--- config.mk ---
export PLATFORM = sky130hd
export DESIGN_NAME = acc_alu_seq
export DESIGN_NICKNAME = d
export VERILOG_FILES = /design/src/rtl/acc_alu_seq.sv
export SDC_FILE = /design/constraint.sdc
export NUM_CORES = 1
export LEC_CHECK = 0
export CORE_UTILIZATION = 48
export DETAILED_ROUTE_END_ITERATION = 12
export PLACE_DENSITY = 0.66
export SLEW_MARGIN = 0
export SYNTH_ARGS = -nofsm -noshare
export SYNTH_HDL_FRONTEND = slang
export SYNTH_SLANG_ARGS = --single-unit
export TNS_END_PERCENT = 1
--- constraint.sdc ---
create_clock -name clk -period 2.8 [get_ports clk]
set_input_delay 0.28 -clock clk [delete_from_list [all_inputs] [get_ports clk]]
set_output_delay 0.28 -clock clk [all_outputs]
set_load 0.02 [all_outputs]
--- src/rtl/acc_alu_seq.sv ---
//------------------------------------------------------------------------------
// acc_alu_seq
//
// Registered accumulator ALU. Holds a W-bit accumulator plus carry (co),
// zero (z) and negative (neg) flags. Operands arrive on in_a together with
// an opcode when start is asserted. Most operations complete in a single
// clock. Shifts move one bit per clock. MUL is a W-step shift-add multiply
// that runs after the accept edge. A one-cycle done pulse marks every
// completion. An illegal opcode also raises a one-cycle op_err pulse.
//
// Ports:
//   clk     in   1    system clock, rising-edge active
//   rst_n   in   1    synchronous active-low reset
//   start   in   1    operation request, accepted only while busy=0
//   op      in   OPW  opcode, sampled with start
//   in_a    in   W    operand, sampled with start
//   acc     out  W    accumulator register
//   co      out  1    carry flag (for SUB: 1 = no borrow)
//   z       out  1    zero flag
//   neg     out  1    negative flag (sign bit of acc)
//   busy    out  1    multi-cycle shift/multiply in progress
//   done    out  1    one-cycle pulse, result and flags valid
//   op_err  out  1    one-cycle pulse alongside done for an illegal opcode
//
// Opcodes:
//   0 ADD  1 ADC  2 SUB  3 AND  4 OR  5 XOR  6 NOT  7 LDI
//   8 SHL  9 SHR  10 ASR  11 MUL  12 CLR  13-15 illegal
//------------------------------------------------------------------------------
module acc_alu_seq #(
   parameter int W   = 8,
   parameter int OPW = 4
) (
   input  logic           clk,
   input  logic           rst_n,
   input  logic           start,
   input  logic [OPW-1:0] op,
   input  logic [W-1:0]   in_a,
   output logic [W-1:0]   acc,
   output logic           co,
   output logic           z,
   output logic           neg,
   output logic           busy,
   output logic           done,
   output logic           op_err
);

   // The shift/multiply counter must be able to hold the value W itself.
   localparam int CW = $clog2(W + 1);

   localparam logic [W-1:0]  W_AS_OPERAND = W'(W);
   localparam logic [CW-1:0] CNT_ONE      = CW'(1);
   localparam logic [CW-1:0] CNT_W        = CW'(W);

   localparam logic [OPW-1:0] OP_ADD = OPW'(0);
   localparam logic [OPW-1:0] OP_ADC = OPW'(1);
   localparam logic [OPW-1:0] OP_SUB = OPW'(2);
   localparam logic [OPW-1:0] OP_AND = OPW'(3);
   localparam logic [OPW-1:0] OP_OR  = OPW'(4);
   localparam logic [OPW-1:0] OP_XOR = OPW'(5);
   localparam logic [OPW-1:0] OP_NOT = OPW'(6);
   localparam logic [OPW-1:0] OP_LDI = OPW'(7);
   localparam logic [OPW-1:0] OP_SHL = OPW'(8);
   localparam logic [OPW-1:0] OP_SHR = OPW'(9);
   localparam logic [OPW-1:0] OP_ASR = OPW'(10);
   localparam logic [OPW-1:0] OP_MUL = OPW'(11);
   localparam logic [OPW-1:0] OP_CLR = OPW'(12);

   typedef enum logic [1:0] {
      ST_IDLE,
      ST_SHIFT,
      ST_MUL
   } state_t;

   state_t         state;
   logic [CW-1:0]  cnt;
   logic [OPW-1:0] sh_op;
   logic [W-1:0]   mcand;
   logic [W-1:0]   mplier;
   logic [2*W-1:0] prod;

   logic [W:0]     add_sum;
   logic [W-1:0]   alu_res;
   logic           alu_co;
   logic           alu_legal;

   logic [OPW-1:0] sh_kind;
   logic [W-1:0]   sh_res;
   logic           sh_out;
   logic [CW-1:0]  sh_n;
   logic           is_shift;

   logic [W:0]     mul_sum;
   logic [W-1:0]   mul_addend;
   logic [2*W-1:0] prod_next;

   // Single-cycle datapath. Computes the result and carry of every
   // one-clock opcode from the current accumulator and the operand. The
   // sequential block only uses it for ops 0-7; shifts, MUL and CLR are
   // listed explicitly so that only 13-15 are flagged as illegal.
   always_comb begin
      add_sum   = '0;
      alu_res   = acc;
      alu_co    = co;
      alu_legal = 1'b1;
      case (op)
         OP_ADD: begin
            add_sum = {1'b0, acc} + {1'b0, in_a};
            alu_res = add_sum[W-1:0];
            alu_co  = add_sum[W];
         end
         OP_ADC: begin
            add_sum = {1'b0, acc} + {1'b0, in_a} + {{W{1'b0}}, co};
            alu_res = add_sum[W-1:0];
            alu_co  = add_sum[W];
         end
         OP_SUB: begin
            add_sum = {1'b0, acc} + {1'b0, ~in_a} + {{W{1'b0}}, 1'b1};
            alu_res = add_sum[W-1:0];
            alu_co  = add_sum[W];
         end
         OP_AND: alu_res = acc & in_a;
         OP_OR:  alu_res = acc | in_a;
         OP_XOR: alu_res = acc ^ in_a;
         OP_NOT: alu_res = ~acc;
         OP_LDI: alu_res = in_a;
         OP_SHL, OP_SHR, OP_ASR, OP_MUL, OP_CLR: begin
         end
         default: alu_legal = 1'b0;
      endcase
   end

   // One-bit shift step. On the accept edge the shift kind comes straight
   // from op; on later edges it comes from the copy latched at accept,
   // because op is not re-sampled while busy. sh_out is the bit leaving
   // the accumulator on this step and becomes co on the final step.
   always_comb begin
      sh_kind = (state == ST_IDLE) ? op : sh_op;
      sh_res  = acc;
      sh_out  = 1'b0;
      case (sh_kind)
         OP_SHL: begin
            sh_res = {acc[W-2:0], 1'b0};
            sh_out = acc[W-1];
         end
         OP_SHR: begin
            sh_res = {1'b0, acc[W-1:1]};
            sh_out = acc[0];
         end
         OP_ASR: begin
            sh_res = {acc[W-1], acc[W-1:1]};
            sh_out = acc[0];
         end
         default: begin
         end
      endcase
   end

   // Shift count taken from the full operand width and clamped to W, so a
   // large operand such as 0x80 still clears the accumulator rather than
   // wrapping to a small count.
   always_comb begin
      is_shift = (op == OP_SHL) || (op == OP_SHR) || (op == OP_ASR);
      if (in_a >= W_AS_OPERAND) begin
         sh_n = CNT_W;
      end else begin
         sh_n = in_a[CW-1:0];
      end
   end

   // One shift-add multiply step. The upper product half gains the
   // multiplicand when the current multiplier LSB is set, and the whole
   // product then moves right one place with the adder carry entering at
   // the top. After W steps prod holds the full 2W-bit product.
   always_comb begin
      mul_addend = mplier[0] ? mcand : '0;
      mul_sum    = {1'b0, prod[2*W-1:W]} + {1'b0, mul_addend};
      prod_next  = {mul_sum, prod[W-1:1]};
   end

   // Control FSM and all architectural registers. done and op_err default
   // low every cycle so they can only ever be single-cycle pulses. Flags
   // are written only at a completion edge, never while busy is high.
   // Reset wins over everything, including a shift or multiply in flight.
   always_ff @(posedge clk) begin
      if (!rst_n) begin
         state  <= ST_IDLE;
         acc    <= '0;
         co     <= 1'b0;
         z      <= 1'b0;
         neg    <= 1'b0;
         busy   <= 1'b0;
         done   <= 1'b0;
         op_err <= 1'b0;
         cnt    <= '0;
         sh_op  <= '0;
         mcand  <= '0;
         mplier <= '0;
         prod   <= '0;
      end else begin
         done   <= 1'b0;
         op_err <= 1'b0;
         case (state)
            ST_IDLE: begin
               if (start) begin
                  if (is_shift) begin
                     if (sh_n == '0) begin
                        z    <= (acc == '0);
                        neg  <= acc[W-1];
                        done <= 1'b1;
                     end else begin
                        acc   <= sh_res;
                        sh_op <= op;
                        cnt   <= sh_n - CNT_ONE;
                        if (sh_n == CNT_ONE) begin
                           co   <= sh_out;
                           z    <= (sh_res == '0);
                           neg  <= sh_res[W-1];
                           done <= 1'b1;
                        end else begin
                           state <= ST_SHIFT;
                           busy  <= 1'b1;
                        end
                     end
                  end else if (op == OP_MUL) begin
                     mcand  <= acc;
                     mplier <= in_a;
                     prod   <= '0;
                     cnt    <= CNT_W;
                     state  <= ST_MUL;
                     busy   <= 1'b1;
                  end else if (op == OP_CLR) begin
                     acc  <= '0;
                     co   <= 1'b0;
                     z    <= 1'b0;
                     neg  <= 1'b0;
                     done <= 1'b1;
                  end else if (!alu_legal) begin
                     done   <= 1'b1;
                     op_err <= 1'b1;
                  end else begin
                     acc  <= alu_res;
                     co   <= alu_co;
                     z    <= (alu_res == '0);
                     neg  <= alu_res[W-1];
                     done <= 1'b1;
                  end
               end
            end

            ST_SHIFT: begin
               acc <= sh_res;
               cnt <= cnt - CNT_ONE;
               if (cnt == CNT_ONE) begin
                  co    <= sh_out;
                  z     <= (sh_res == '0);
                  neg   <= sh_res[W-1];
                  done  <= 1'b1;
                  busy  <= 1'b0;
                  state <= ST_IDLE;
               end
            end

            ST_MUL: begin
               prod   <= prod_next;
               mplier <= mplier >> 1;
               cnt    <= cnt - CNT_ONE;
               if (cnt == CNT_ONE) begin
                  acc   <= prod_next[W-1:0];
                  co    <= |prod_next[2*W-1:W];
                  z     <= (prod_next[W-1:0] == '0);
                  neg   <= prod_next[W-1];
                  done  <= 1'b1;
                  busy  <= 1'b0;
                  state <= ST_IDLE;
               end
            end

            default: begin
               state <= ST_IDLE;
               busy  <= 1'b0;
            end
         endcase
      end
   end

endmodule

; Yosys cells after proc, flatten, opt, wreduce, memory -nomap -nowiden
; Cells that the tools add are included.
; W data, S select, Z words.
[word_totals]
regBits = 56
out_inout_bits = 14
word_cells = 170
input_bits = 15
[op_classes]
order_cmp = 1
muxes = 81
addsub = 7
reduce_logical = 25
bitwise_logic = 10
eq_ne = 33
[ops]
columns = op, n
row1 = $mux W8, 11
row2 = $pmux W8 S8, 1
row3 = $mux W16, 3
row4 = $pmux W8 S3, 2
row5 = $mux W1, 41
row6 = $eq A4 B4 Y1 const B, 8
row7 = $logic_not A8 Y1, 4
row8 = $pmux W16 S2, 1
row9 = $add A8 B8 Y9, 3
row10 = $mux W4, 6
row11 = $eq A4 B3 Y1 const B, 4
row12 = $not A8 Y8, 2
row13 = $pmux W8 S2, 1
row14 = $reduce_and A4 Y1, 4
row15 = $reduce_or A13 Y1, 1
row16 = $eq A4 B1 Y1 const B, 3
row17 = $mux W2, 6
row18 = $pmux W1 S3, 4
row19 = $add A9 B1 Y9, 1
row20 = $add A9 B1 Y9 const B, 1
row21 = $ne A3 B3 Y1 const B, 3
row22 = $reduce_and A9 Y1, 1
row23 = $and A8 B8 Y8, 1
row24 = $eq A4 B2 Y1 const B, 2
row25 = 27 further kinds, 43

; Depth between registers and ports, before layout
[logic_depth]
word_depth = 11
mapped_depth = 13
ltp_nobuf = 12

; Worst setup path after synthesis
; Ideal clock, no wire load.
[synth_path]
kind = register to register
start = register acc[2]
end = register acc[5]
synth_period_minus_slack_ns = 3.041
path_buffers = 2
path_stages_with_launch = 13
t_arrival_ns = 2.896
setup_ns = 0.145
slack_ns = -0.241
required_time_ns = 2.655
path_cell_list = dfxtp_1 > clkbuf_1 > inv_1 > ha_1 > buf_6 > a211o_4 > nand2_4 > o22ai_1 > o21a_1 > or4_1 > a32o_1 > o21ai_1 > a41oi_1
[synth_via]
elab_chain_cells = 9
word_cells_on_any_way = 11
cone_classes = add/sub: 4 / mux: 7
[synth_rtl]
columns = element, line_no
row1 = start: declaration, 38  ; output logic [W-1:0] acc,
row2 = start signal: assignment, 211  ; acc <= sh_res;
row3 = start signal: assignment, 241  ; acc <= alu_res;
row4 = start signal: assignment, 251  ; acc <= sh_res;
row5 = "$add A8 B8 Y9, on equally long branches", "117, 107, 112"
row6 = "$add A9 B1 Y9, on equally long branches", "117, 112"
row7 = $pmux W8 S8 (*), 105  ; case (op)
row8 = $mux W8 (*), 237  ; end else if (!alu_legal) begin
row9 = $mux W8 (*), 231  ; end else if (op == OP_CLR) begin
row10 = $mux W8 (*), 224  ; end else if (op == OP_MUL) begin
row11 = $mux W8 (*), 205  ; if (is_shift) begin
row12 = $mux W8 (*), 204  ; if (start) begin
row13 = $pmux W8 S3 (*), 202  ; case (state)
; Every way passes the cells marked *; elsewhere a longest branch is shown, timed or not. The select of a mux whose other input is x is not followed.
; A chain may end at the register's enable or synchronous reset.

; Worst setup path after layout
[layout_path]
start = register acc[0]
end = register acc[5]
; Same word-level chain as after synthesis.

==> results.ini <==
[routing]
drcViolationCount = 0
detailroute.via_count = 5577
drtAntennaViolNets = 0
vias_per_cell = 6.15
first_pass_iters = 6
routedWlPerCell_um = 19.1
wirelength_um = 17300
drt-initial-drc-count = 476

[clock_network]
clk_path_buf_depth = 2
cts_root_buf = clkbuf_8
cts.sinks = 55
htreeDepth = 2
cts_inserted_buffers = 5
cts_tree = done
clk_pin_slew_ns = 0.11
clk_latency_ns = 0.32

[floorplanning]
die_w_um = 103
start_util_pct = 50.0
fp.dieH_um = 103
coreArea_mm2 = 0.00986
die_area_mm2 = 0.0107
pin_count = 29
rows = 36

[worst_setup_path]
path_class = register to register
critPathCaptureType = register
crit_required_ns = 2.99
cp_max_fo = 4
cp-start-kind = register
worstPathArrival_ns = 3.07

[cells_and_area]
nNetsFinal = 834
nFillCells = 856
antenna-diode-count = 0
finalInstanceArea_mm2 = 0.00651
layout-drive-gt1-share_pct = 24.0
syn_to_final_growth_pct = 32.0
stdcell_count = 907
multi_input_area_mm2 = 0.00370
seq_area_mm2 = 0.00111

[power_and_ir_drop]
vdd_drop_max_mv = 0.259
power_density_mw_per_mm2 = 396
leakagePower_uw = 0.00271

[worst_hold_path]
min-delay-path-class = register to register

[timing]
fmax_ghz = 0.347
grt_setup_unrepaired = true
skew_ns = 0.0118
finalHoldViolCount = 0
finalCriticalPeriod_ns = 2.88
finalSetupTns_ns = -0.216
setup_violations = 3
worstMarginPinSlew_ns = 0.807
slew_headroom_pct = 46.1
fin_hold_ws_ns = 0.464
setup_slack_ns = -0.0798
finalCritPeriodShare_pct = 103
finalMaxSlewViolations = 0

[yosys]
synth_seq_cells = 55
syn_nets = 706
synth_edf_count = 0
async_reset_ff_share_pct = 0
netlist_area_mm2 = 0.00494
synth-seq-area-share_pct = 22.3
netlist_instances = 645
syn_area_per_cell_um2 = 7.65
yosys_warnings = 0
synth_top_flop_cell = dfxtp_1
synthDistinctLibCells = 68

[place]
place_ws_ns = -0.503
dpl.hpwl_um = 13200
gp_congestion = 0.968
dp.cells = 896
placed_area_mm2 = 0.00623
io_buffers = 28

[global_route]
grt_use_met1_pct = 43.7
grt_overflow_total = 0
grt_pass1_vias = 5289
met2_usage_pct = 53.0
grt.busiest_layer = met2
met3_usage_pct = 6.59
grt_max_degree = 47
antenna_found_initial = 0
grtUsageTotal_pct = 32.6
grt_pass1_wl_um = 26500

[outcome]
failed_checks = negative setup slack
status = finished, violations left

[job]
max_cap_violations = 0

area by class of cell:
cell class,count,share of cell area [%]
multi-input combinational,516,56.9
timing repair buffer,158,19.8
sequential,55,17.1
tap,133,2.55
inverter,37,2.13
clock buffer,6,1.27
clock inverter,2,0.307
synthesized netlist by cell type (10+ instances only):
master	count	area, um^2
a21oi_1	42	210
a22oi_1	14	105
and2_1	13	81.3
buf_2	12	60.1
clkbuf_1	21	78.8
dfxtp_1	55	1100
ha_1	43	538
inv_1	33	124
mux2i_1	22	220
nand2_1	66	248
nand3_1	24	120
nor2_1	62	233
nor3_1	11	55.1
o211ai_1	11	82.6
o21ai_0	41	205
o22ai_1	12	75.1
xnor2_1	10	87.6
power breakdown:
group          internal [uW]  leakage, uW  switching [uW]
Combinational            568      0.00220             668
Clock                    209    0.0000533             291
Sequential               817     0.000449            28.3
Total                   1590      0.00271             987
final timing paths:
check | start | endpoint | slack (ns) | cells after the start
max | acc[0] | acc[5] | -0.08 | 10
min | sh_op[2] | sh_op[2] | 0.46 | 2
max reg2reg | acc[0] | acc[5] | -0.08 | 10
min reg2reg | sh_op[2] | sh_op[2] | 0.46 | 2
layout by cell type, fill, tap and decap left out, types with 10 or more instances in the layout:
master / synthesis / layout
a21oi_1: 42 / 38
a22oi_1: 14 / 14
and2_1: 13 / 12
buf_4: 0 / 127
clkdlybuf4s50_1: 0 / 26
dfxtp_1: 55 / 51
ha_1: 43 / 40
inv_1: 33 / 33
mux2i_1: 22 / 22
nand2_1: 66 / 66
nand3_1: 24 / 24
nor2_1: 62 / 61
nor3_1: 11 / 10
o211ai_1: 11 / 11
o21ai_0: 41 / 36
o22ai_1: 12 / 12
xnor2_1: 10 / 10
worst max-delay path, stage by stage (launching register included):
cell     delay (ns)
dfxtp_4        0.38
ha_4           0.17
fa_2           0.41
a211o_4        0.39
and2_4         0.15
a32oi_1        0.20
o21ai_1        0.11
or4_1          0.41
a32o_2         0.28
o21ai_1        0.13
a41oi_1        0.13
per-layer routing:
layer | up-vias | wire, um
li1 | 2614 | -
met1 | 2677 | 7600
met2 | 245 | 7780
met3 | 41 | 1560
met4 | 0 | 398
met5 | - | 0
sequential cells by signal (all words and copies together), names as in the netlist:
name,flops
neg,1
busy,1
done,1
z,1
mplier,8
prod,15
state,2
cnt,4
sh_op,4
co,1
acc,8
mcand,8
op_err,1
cell families after synthesis:
logic type | after synthesis | synth area share [%]
compound gates | 205 | 28.3
xor+xnor | 19 | 3.52
fa+ha+maj | 46 | 12.1
buf+inv | 74 | 6.08
flops | 55 | 22.3
mux | 28 | 6.57
simple gates | 218 | 21.1
per-stage QoR:
step / power, uW / utilization [%]
finish: 2580 / 66.0
global route: 2690 / 66.0
CTS: 2510 / 64.6
detailed placement: 2000 / 63.2
global placement: 1980 / 63.2
floorplan: 1510 / -
what timing repair did:
action | 4_1_cts | 5_1_grt
setup endpoints to repair | 12 | 16
pin swaps | 2 | 17
resized for setup | 11 | 26
buffers inserted | 0 | 3
hold buffers | 0 | 0
hold endpoints to repair | 0 | 0
No activity file was read; power rests on OpenSTA's default activity.
